--- config.mk ---
export PLATFORM = sky130hd
export DESIGN_NAME = alu_issue_arbiter
export DESIGN_NICKNAME = d
export VERILOG_FILES = /design/src/rtl/alu_pkg.sv /design/src/rtl/alu_rr_arbiter.sv /design/src/rtl/alu_issue_arbiter.sv
export SDC_FILE = /design/constraint.sdc
export NUM_CORES = 1
export LEC_CHECK = 0
export BUFFER_PORTS_ARGS = -buffer_cell sky130_fd_sc_hd__buf_2
export CORE_ASPECT_RATIO = 0.9
export CORE_MARGIN = 10
export CORE_UTILIZATION = 30
export CTS_CLUSTER_SIZE = 20
export DETAILED_ROUTE_END_ITERATION = 10
export PLACE_DENSITY = 0.71
export SETUP_SLACK_MARGIN = 0.1
export SLEW_MARGIN = 10
export SYNTH_ARGS = -nofsm -noshare
export SYNTH_HDL_FRONTEND = slang
export SYNTH_SLANG_ARGS = --single-unit
--- constraint.sdc ---
create_clock -name clk -period 3.84 [get_ports clk]
set_input_delay 0.768 -clock clk [delete_from_list [all_inputs] [get_ports clk]]
set_output_delay 0.768 -clock clk [all_outputs]
set_load 0.02 [all_outputs]
--- src/rtl/alu_pkg.sv ---
// Shared types for the ALU issue arbiter: ALU control codes, legality check, requester count.
package alu_pkg;

  localparam int NREQ = 2;

  typedef enum logic [3:0] {
    ALU_AND = 4'b0000,
    ALU_OR  = 4'b0001,
    ALU_SUB = 4'b0010,
    ALU_SLT = 4'b0110,
    ALU_NOR = 4'b1100
  } alu_op_t;

  function automatic logic is_legal_op(input logic [3:0] op);
    case (op)
      ALU_AND, ALU_OR, ALU_SUB, ALU_SLT, ALU_NOR: is_legal_op = 1'b1;
      default:                                    is_legal_op = 1'b0;
    endcase
  endfunction

endpackage

--- src/rtl/alu_rr_arbiter.sv ---
// Two-way grant for the shared ALU. Round-robin on a last-grant pointer, or fixed
// priority to requester 0 when ALU_ARB_FIXED_PRIO_EN is defined.
module alu_rr_arbiter
  import alu_pkg::*;
(
  input  logic            clk,
  input  logic            rst_n,
  input  logic [NREQ-1:0] req,
  input  logic [NREQ-1:0] accept,
  output logic [NREQ-1:0] grant
);

`ifdef ALU_ARB_FIXED_PRIO_EN
  logic unused_fixed;
  assign unused_fixed = ^{clk, rst_n, accept};

  // NOTE: every always_comb output gets a default first so no latch is inferred.
  always_comb begin
    grant = '0;
    if (req[0])      grant = 2'b01;
    else if (req[1]) grant = 2'b10;
  end
`else
  logic lp;

  // NOTE: sequential state is written with non-blocking assignments only.
  always_ff @(posedge clk) begin
    if (!rst_n)         lp <= 1'b1;
    else if (accept[0]) lp <= 1'b0;
    else if (accept[1]) lp <= 1'b1;
  end

  // Contention goes to the requester that did not win last; lp resets to 1 so 0 wins first.
  always_comb begin
    grant = req;
    if (&req) grant = lp ? 2'b01 : 2'b10;
  end
`endif

endmodule

--- src/rtl/alu_issue_arbiter.sv ---
// Shares one ALU between two requesters through an issue register (S1) and a result
// register (S2). Build option ALU_ARB_FIXED_PRIO_EN selects fixed priority arbitration.
module alu_issue_arbiter
  import alu_pkg::*;
#(
  parameter int WIDTH = 32,
  parameter int TAG_W = 4
) (
  input  logic                  clk,
  input  logic                  rst_n,
  input  logic [NREQ-1:0]       req_valid,
  output logic [NREQ-1:0]       req_ready,
  input  logic [NREQ*4-1:0]     req_op,
  input  logic [NREQ*WIDTH-1:0] req_a,
  input  logic [NREQ*WIDTH-1:0] req_b,
  input  logic [NREQ*WIDTH-1:0] req_imm,
  input  logic [NREQ-1:0]       req_alusrc,
  input  logic [NREQ*TAG_W-1:0] req_tag,
  input  logic [NREQ-1:0]       flush,
  output logic [WIDTH-1:0]      alu_reg_data1,
  output logic [WIDTH-1:0]      alu_reg_data2,
  output logic [WIDTH-1:0]      alu_imm,
  output logic                  alu_alusrc,
  output logic [3:0]            alu_ctrl,
  input  logic [WIDTH-1:0]      alu_result,
  input  logic                  alu_zero,
  input  logic                  alu_overflow,
  output logic [NREQ-1:0]       rsp_valid,
  input  logic [NREQ-1:0]       rsp_ready,
  output logic [WIDTH-1:0]      rsp_result,
  output logic                  rsp_zero,
  output logic                  rsp_overflow,
  output logic                  rsp_err,
  output logic [TAG_W-1:0]      rsp_tag
);

  typedef struct packed {
    logic             owner;
    logic [3:0]       op;
    logic             alusrc;
    logic [WIDTH-1:0] a;
    logic [WIDTH-1:0] b;
    logic [WIDTH-1:0] imm;
    logic [TAG_W-1:0] tag;
  } s1_t;

  typedef struct packed {
    logic             owner;
    logic [WIDTH-1:0] result;
    logic             zero;
    logic             overflow;
    logic             err;
    logic [TAG_W-1:0] tag;
  } s2_t;

  logic            s1_valid, s2_valid;
  s1_t             s1_q, s1_d;
  s2_t             s2_q, s2_d;
  logic            advance, s1_free, s1_legal, acc_idx;
  logic [NREQ-1:0] grant, acc;

  assign advance   = ~s2_valid | rsp_ready[s2_q.owner];
  assign s1_free   = ~s1_valid | advance;
  assign req_ready = grant & {NREQ{s1_free}} & ~flush;
  assign acc       = req_valid & req_ready;
  assign acc_idx   = acc[1];
  assign s1_legal  = is_legal_op(s1_q.op);

  alu_rr_arbiter u_arb (
    .clk    (clk),
    .rst_n  (rst_n),
    .req    (req_valid),
    .accept (acc),
    .grant  (grant)
  );

  always_comb begin
    s1_d.owner  = acc_idx;
    s1_d.op     = acc_idx ? req_op[7:4]               : req_op[3:0];
    s1_d.alusrc = acc_idx ? req_alusrc[1]             : req_alusrc[0];
    s1_d.a      = acc_idx ? req_a[WIDTH +: WIDTH]     : req_a[0 +: WIDTH];
    s1_d.b      = acc_idx ? req_b[WIDTH +: WIDTH]     : req_b[0 +: WIDTH];
    s1_d.imm    = acc_idx ? req_imm[WIDTH +: WIDTH]   : req_imm[0 +: WIDTH];
    s1_d.tag    = acc_idx ? req_tag[TAG_W +: TAG_W]   : req_tag[0 +: TAG_W];
  end

  // An illegal op runs the ALU as AND but its response is overridden to a fixed error shape.
  always_comb begin
    s2_d.owner    = s1_q.owner;
    s2_d.tag      = s1_q.tag;
    s2_d.err      = ~s1_legal;
    s2_d.result   = s1_legal ? alu_result : '0;
    s2_d.zero     = s1_legal ? alu_zero : 1'b1;
    s2_d.overflow = s1_legal & alu_overflow;
  end

  // Flush of an owner overrides both the hold path and the S1-to-S2 move.
  always_ff @(posedge clk) begin
    if (!rst_n) begin
      s1_valid <= 1'b0;
      s2_valid <= 1'b0;
    end else begin
      if (|acc)                               s1_valid <= 1'b1;
      else if (advance || flush[s1_q.owner])  s1_valid <= 1'b0;

      if (advance)                 s2_valid <= s1_valid & ~flush[s1_q.owner];
      else if (flush[s2_q.owner])  s2_valid <= 1'b0;
    end
  end

  // NOTE: payload registers carry no reset; they are only observed behind their valid bit.
  always_ff @(posedge clk) begin
    if (|acc)   s1_q <= s1_d;
    if (advance) s2_q <= s2_d;
  end

  assign alu_ctrl      = (s1_valid && s1_legal) ? s1_q.op : ALU_AND;
  assign alu_reg_data1 = s1_valid ? s1_q.a   : '0;
  assign alu_reg_data2 = s1_valid ? s1_q.b   : '0;
  assign alu_imm       = s1_valid ? s1_q.imm : '0;
  assign alu_alusrc    = s1_valid & s1_q.alusrc;

  assign rsp_valid    = {s2_valid & s2_q.owner, s2_valid & ~s2_q.owner};
  assign rsp_result   = s2_q.result;
  assign rsp_zero     = s2_q.zero;
  assign rsp_overflow = s2_q.overflow;
  assign rsp_err      = s2_q.err;
  assign rsp_tag      = s2_q.tag;

endmodule

# After elaboration in Yosys (flattened, before gate mapping)
# Cells that the tools add are included.
[word_totals]
reg_bits = 149
inputBits = 252
output_inout_bits = 144
word_cells = 72
[classes]
magnitude_cmp = 2
n_eq_ne = 4
muxes = 25
bitwise = 16
n_reduce_logical = 9
[ops]
columns = ["cell", "count"]
rows = [
  ["$mux 32", 6],
  ["$mux 1", 14],
  ["$mux 4", 3],
  ["$and 2x2->2", 3],
  ["$reduce_bool 2->1", 3],
  ["$and 1x1->1", 5],
  ["$not 1->1", 5],
  ["$reduce_or 5->1", 1],
  ["$eq 4x1->1 const B", 1],
  ["$eq 4x2->1 const B", 1],
  ["$eq 4x3->1 const B", 1],
  ["$eq 4x4->1 const B", 1],
  ["$logic_not 4->1", 1],
  ["$lt 1x2->1 const B", 2],
  ["$mux 2", 2],
  ["$not 2->2", 1],
  ["$or 1x1->1", 2],
  ["$reduce_and 2->1", 1],
  ["$reduce_or 2->1", 1],
  ["$logic_and 1x1->1", 1],
  ["$logic_or 1x1->1", 1],
]

# Depth between registers and ports, before layout
# Gate-level depths: netlist (run 1).
[logic_depth]
ltp_word = 9
ltp_mapped = 6
mapped_depth_nobuf = 4

# Hierarchy
# A second synthesis (run 1) with hierarchy kept.
[hier_totals]
hier_cells = 485
hier_area_um2 = 7114.3
[modules_own_cells]
columns = ["mod", "instances", "cells_per_inst", "area_each_um2", "seq_area_each_um2"]
rows = [
  ["alu_issue_arbiter", 1, 479, 7066.8, 4424.2],
  ["alu_rr_arbiter", 1, 6, 47.5, 20.0],
]

# Worst setup path before layout (run 1)
# No wires, ideal clock.
[synth_timing]
kind = "input to register"
start = "input port req_valid[1]"
end = "register s1_q[0] (netlist bit), enable pin"
setup_time_ns = 0.474
arrival_time_ns = 3.538
path_slack_ns = -0.173
stages = 3
n_path_buf = 0
path_cell_list = "nor2b_1 > nor3b_1 > o21a_1"
[synth_between]
elab_chain_len = 6
[synth_rtl]
columns = ["item", "line", "text"]
rows = [
  ["from (decl)", "alu_issue_arbiter.sv:11", "input logic [NREQ-1:0] req_valid,"],
  ["$reduce_and 2->1", "alu_rr_arbiter.sv:36", "if (&req) grant = lp ? 2'b01 : 2'b10;"],
  ["$mux 2", "alu_rr_arbiter.sv:36", ""],
  ["$and 2x2->2 (2 in series)", "alu_issue_arbiter.sv:64", "assign req_ready = grant & {NREQ{s1_free}} & ~flush;"],
  ["$and 2x2->2 (*)", "alu_issue_arbiter.sv:65", "assign acc = req_valid & req_ready;"],
  ["$reduce_or 2->1 (*)", "alu_issue_arbiter.sv:113", "if (|acc) s1_q <= s1_d;"],
  ["to (signal assigned)", "alu_issue_arbiter.sv:113", ""],
  ["to (decl)", "alu_issue_arbiter.sv:57", "s1_t s1_q, s1_d;"],
]
# Every way passes the cells marked *; elsewhere a longest branch is shown, timed or not.
# A chain may end at the register's enable or synchronous reset.

# Final worst setup path (run 1)
[layout_timing]
start = "register s1_q[101] (netlist bit)"
end = "output port alu_ctrl[2]"
[layout_between]
elab_chain_len = 5
elab_cells_between_ends = 9
cone_classes = "4 x eq/ne; 2 x mux; 3 x reduce/logical"
[layout_rtl]
columns = ["item", "line", "text"]
rows = [
  ["$eq 4x1->1, or another cell as far along", "alu_pkg.sv:15", "case (op)"],
  ["$reduce_or 5->1 (*)", "alu_pkg.sv:15", ""],
  ["$mux 1 (*)", "alu_pkg.sv:15", ""],
  ["$logic_and 1x1->1 (*)", "alu_issue_arbiter.sv:117", "assign alu_ctrl = (s1_valid && s1_legal) ? s1_q.op : ALU_AND;"],
  ["$mux 4 (*)", "alu_issue_arbiter.sv:117", ""],
  ["to (decl)", "alu_issue_arbiter.sv:24", "output logic [3:0] alu_ctrl,"],
]
# Marks and branches as above.

==> results of run 1 <==
## state kept, by name, indices dropped and copies added, names as in the netlist
signal and flops:
rsp_err 1, rsp_overflow 1, u_arb.lp 1, s2_q 1, rsp_tag 4, s2_valid 1, rsp_result 32, s1_q 106
s1_valid 1, rsp_zero 1
## how the worst min path moves through the flow
stage,endpoint,slack [ns],start,depth (start not counted)
detailed placement,rsp_tag[2],0.41,s1_q[2],0
finish,rsp_tag[0],0.41,s1_q[0],0
global route,rsp_tag[0],0.41,s1_q[0],0
CTS,rsp_tag[0],0.41,s1_q[0],0
global placement,rsp_tag[1],0.40,s1_q[1],0
floorplan,rsp_tag[0],0.40,s1_q[0],0
## kinds of logic after synthesis
group	Yosys count	synth area share, %
and+or+nand+nor	151	13.2
DFF	149	62.9
muxes	108	17.2
buffers and inverters	64	5.81
AOI/OAI and AO/OA	9	0.974
## final cells by class
type,instances,area (sq um)
tap,302,378
timing repair buffer,402,2050
fill,2240,13600
sequential,149,4450
clock buffer,19,433
inverter,1,3.75
multi-input combinational,268,2230
clock inverter,13,146
## placed cells by master (no fill, tap or decap), drive strengths merged
cell / count
o21ai: 3
nand2b: 2
nand2: 2
nor2b: 2
clkbuf: 19
nand3b: 1
o21a: 3
clkinvlp: 4
edfxtp: 146
a311oi: 2
buf: 402
bufinv: 2
and3: 4
and2: 133
a21boi: 1
clkinv: 3
mux2: 105
inv: 5
mux2i: 3
nand3: 3
dfxtp: 3
nor3b: 1
nor2: 3
## stage by stage
step | cells | total power, W | hold slack (ns) | setup WS [ns]
finish | 1154 | 0.00423 | 0.414 | 1.08
global route | 1154 | 0.00443 | 0.413 | 0.930
CTS | 1154 | 0.00430 | 0.408 | 1.02
detailed placement | 1122 | 0.00264 | 0.406 | 1.21
global placement | 1122 | 0.00262 | 0.401 | 1.22
floorplan | 481 | 0.00239 | 0.400 | 0.915
## layer usage
metal	GRT usage (%)	vias up	routed length (microns)
met5	0	-	0
met4	3.32	0	295
met3	6.99	20	2370
met2	23.5	268	10700
met1	14.1	2302	8000
li1	-	2391	-
## power by group
part / leakage, nW / switching [W] / total (W) / internal (W)
Sequential: 1.49 / 0.0000372 / 0.00199 / 0.00195
Clock: 0.269 / 0.000681 / 0.00165 / 0.000965
Combinational: 2.62 / 0.000331 / 0.000603 / 0.000272
==> run metrics, run 1 <==
top_reg_cell synth edfxtp_1; Seq cells post-synth approximately 150; Die Wd 182 microns; CTS tree yes; Seq/Total Area, Yosys 62.9%; root buffer cell clkbuf_16; startpoint types flip-flop; post-route ant nets 0; Hold Path Class flip-flop to flip-flop; first-pass GRT wire length 32,000 microns; period utilisation layout roughly 72%; critical path capture point type output port; CP required 3.07 ns; Hold Vio Cnt, Final 0; EDFF count, synth 146; CP Capture Point alu_ctrl[2]; Yosys cell types 24; Area contributors post-synth edfxtp_1, mux2_2, and2_1; number of setup buffers added after CTS 0; critical path, cell by cell o21ai_0 > o21a_1 > buf_4 > and3_1 > buf_2; GRT Total Usage 13.5%; maximum clock rate 362 MHz; worst-case reg-to-reg path depth 4; latest clock arrival within the worst-skew pair 0.41 ns; synthesized area 7070 sq um; top-count cell post-synth edfxtp_1; CP max FO 31; Synth top cells by count edfxtp_1, and2_1, mux2_2, buf_4, mux2_1; max_slew headroom 32.0%; Least-Margin Pin Slew 1.02 ns; Buf/Inv on CP 2; Synth async-reset ratio 0%; clock sink count 149; setup TNS 0 ns; pin count of the biggest net entering global routing 79; Clock Tree Buf Depth 2; placement row count between 50 and 60; routed wire length per instance 18.5 microns; Antenna Cells 0; final setup fails 0; CTS Hold Bufs 0; Arr. time, crit path 1.99 ns; origin of the worst setup path s1_q[101]; Setup CP Type flip-flop to output port; Ports 396; Crit-path slowest cell edfxtp_1; reg2reg setup slack 1.60 ns; Mean Syn Cell Area 14.7 sq um; Initial Util between 30% and 40%; RR Startpoint s2_q[39]; critical path depth in cells 5; layout cell share with drive strength beyond 1 59.9%; input/output buffers between 300 and 400; RSZ-0062 raised after global routing no; hpwl dp 16,800 microns; detailed-router iteration count before antenna repair 4; Ys Warns 0; DRC violation count after routing 0; Post-Synthesis Cells 481; PD cells 437 nW/um^2; CTS buffer count 17; routed vias/inst 4.32; CTS HTree Levels 4; MaxCap Viol Count 0; nets 1,091; Worst-path clk slew 0.07 ns; dpl cell area 9110 sq um; initial antenna violation count 0; area grow syn2layout 37.2%; Core ar. 23,300 sq um; Tmin final 2.76 ns; Final Max Slew Viols 0; syn nets between 700 and 800; Final Util 41.6%; DRT iter0 DRCs 216; final WL around 21,000 microns; Crit Reg-Reg Endpoint s1_q[48]; Congestion Overflow GR 0; P_leak around 4.4 nW; vias 4,981; Max VDD drop 0.217 mV; post-synth top area share 62.0%; GPL Wtd Cong between 0.8 and 0.9; status finished clean; Die ar. 30,100 sq um; vias in the first global route 5,547; Die Span Y 166 microns; top cell type by total area after synthesis edfxtp_1; slowest stage delay, CP 0.42 ns; Resized cells post-CTS 0; clk_skew 0.0104 ns; cell area after layout 9690 sq um; Top delay family on crit path compound AO/OA/AOI/OAI gates
No activity file was read; power rests on OpenSTA's default activity.
==> run 2: changes to the inputs <==
--- a/config.mk
+++ b/config.mk
@@ -11,7 +11,7 @@
 export CORE_UTILIZATION = 30
 export CTS_CLUSTER_SIZE = 20
 export DETAILED_ROUTE_END_ITERATION = 10
-export PLACE_DENSITY = 0.71
+export PLACE_DENSITY = 0.69
 export SETUP_SLACK_MARGIN = 0.1
 export SLEW_MARGIN = 10
 export SYNTH_ARGS = -nofsm -noshare
==> constraint.sdc (replaced) <==
create_clock -name clk -period 2.6 [get_ports clk]
set_input_delay 0.52 -clock clk [delete_from_list [all_inputs] [get_ports clk]]
set_output_delay 0.52 -clock clk [all_outputs]
set_load 0.02 [all_outputs]
==> run 2 against run 1 <==
  * Die area is the same
  * Count of clock-buffer cells in the layout down 1
  * Via count increased by 2.0%
  * Critical endpoint is now req_ready[0]
  * Highest routed layer unchanged
==> run metrics, run 2 (synthesis gave the netlist of run 1 again) <==
status finished clean; most frequent cells in the layout buf_2, edfxtp_1, and2_1; layout cell share with drive strength beyond 1 60.4%; Setup CP Type flip-flop to output port; PD cells 656 nW/um^2; Clock Tree Buf Depth 2; max reg flops roughly 110; input/output buffers about 400; placement row count 53; Pint 0.00489 W; routed wire length per instance 19.2 microns; CTS buffer count 17; setup ws final 0.271 ns; dpl cell area 9190 sq um; final setup fails 0; Die Wd 182 microns; GRT Total Usage 14.2%; detailed-router iteration count before antenna repair 5; Hold Vio Cnt, Final 0; RSZ-0062 raised after global routing no; maximum clock rate approximately 430 MHz; hpwl dp 17,300 microns; P_leak 4.43 nW; Arr. time, crit path 1.81 ns; root buffer cell clkbuf_16; Hold Path Class input pin to flip-flop; commonest non-fill, non-tap cell in the layout buf_2; Core ar. roughly 23,000 sq um; Die Span Y 166 microns; vias in the first global route 5,578; startpoint types flip-flop; hold_ws roughly 0.32 ns; CP required about 2.1 ns; Worst-path clk slew 0.06 ns; share of total power in combinational logic 14.2%; setup TNS 0 ns; area grow syn2layout 38.9%; CTS HTree Levels 4; number of setup buffers added after CTS 0; Seq pwr share 45.5%; MaxCap Viol Count 0; CTS Hold Bufs 0; P_sw 0.00154 W; Antenna Cells 0; pin count of the biggest net entering global routing 106; vias 5,081; latest clock arrival within the worst-skew pair 0.42 ns; critical path capture point type output port; wire length on met1 8280 microns; CP max FO 4; GPL Wtd Cong 0.796; final WL roughly 22,000 microns; post-route ant nets 0; routed vias/inst 4.39; clock sink count 149; DRC violation count after routing 0; Congestion Overflow GR 0; Top Metal Used met4; switch share 24.0%; clock group share of total power between 40% and 50%; Least-Margin Pin Slew slightly below 0.6 ns; met3 WL 2220 microns; initial antenna violation count 0; Initial Util 30.4%; DRT iter0 DRCs 217; clk_skew 0.0132 ns; dpl ws 0.288 ns; Tmin final 2.33 ns; Final Max Slew Viols 0; DR WL met2 11,300 microns; cell area after layout 9810 sq um; first-pass GRT wire length 33,400 microns; Die ar. 30,100 sq um; Final Util 42.2%; Ports 396; most flop-heavy register s1_q; period utilisation layout 89.6%; Max VDD drop 0.332 mV; nets around 1,100; CTS tree yes; max_slew headroom 60.4%
==> run 2: cell count changes in the layout (fill, tap and decap cells not counted), moves of 2 or more <==
| cell | change |
|---|---|
| bufinv_16 | +2 |
| buf_4 | +2 |
| buf_12 | +3 |
| inv_6 | -3 |
==> run 2: what timing repair did <==
item                                    in CTS  in global routing
gates cloned                                 0                  0
endpoints found under the setup margin       1                  1
resized for setup                            1                  1
==> run 2: area by class of cell <==
cell class | count | area, sq um
multi-input cells | 268 | 2250
well taps | 302 | 378
flip-flops and latches | 149 | 4450
inverters | 1 | 3.75
clock inverters | 12 | 181
repair buffers | 407 | 2130
fillers | 2172 | 13500
clock buffers | 18 | 429
==> run 2: through the flow <==
step                power (W)  cells
detailed placement    0.00391   1127
global placement      0.00388   1127
CTS                   0.00654   1157
finish                0.00644   1157
floorplan             0.00353    481
global route          0.00672   1157
==> run 2: worst max-delay path, stage by stage, from the launching register on <==
cell	delay, ns
edfxtp_1	0.44
mux2i_4	0.33
buf_4	0.18
nand3_1	0.11
and2_1	0.18
buf_2	0.16
==> run 2: final timing paths <==
path	cells after the start	from	end	slack, ns
setup / recovery	5	s2_q[39]	req_ready[0]	0.27
setup reg to reg	5	s2_q[39]	s1_q[95]	0.42
hold / removal	2	rst_n	u_arb.lp	0.32
hold reg to reg	0	s1_q[2]	rsp_tag[2]	0.42
==> run 2: power groups by stage <==
stage	Combinational, W	Sequential, W	Clock, W
2_1_floorplan	0.000566	0.00297	0
3_3_place_gp	0.000907	0.00298	0
3_5_place_dp	0.000922	0.00298	0
4_1_cts	0.000927	0.00293	0.00268
5_1_grt	0.000997	0.00295	0.00277
6_report	0.000913	0.00293	0.00259
==> run 2: per-layer routing <==
layer  track usage, %  up-vias
met5                0        -
met4             4.28        0
met3             6.19       19
met2             24.7      233
met1             15.2     2429
li1                 -     2400
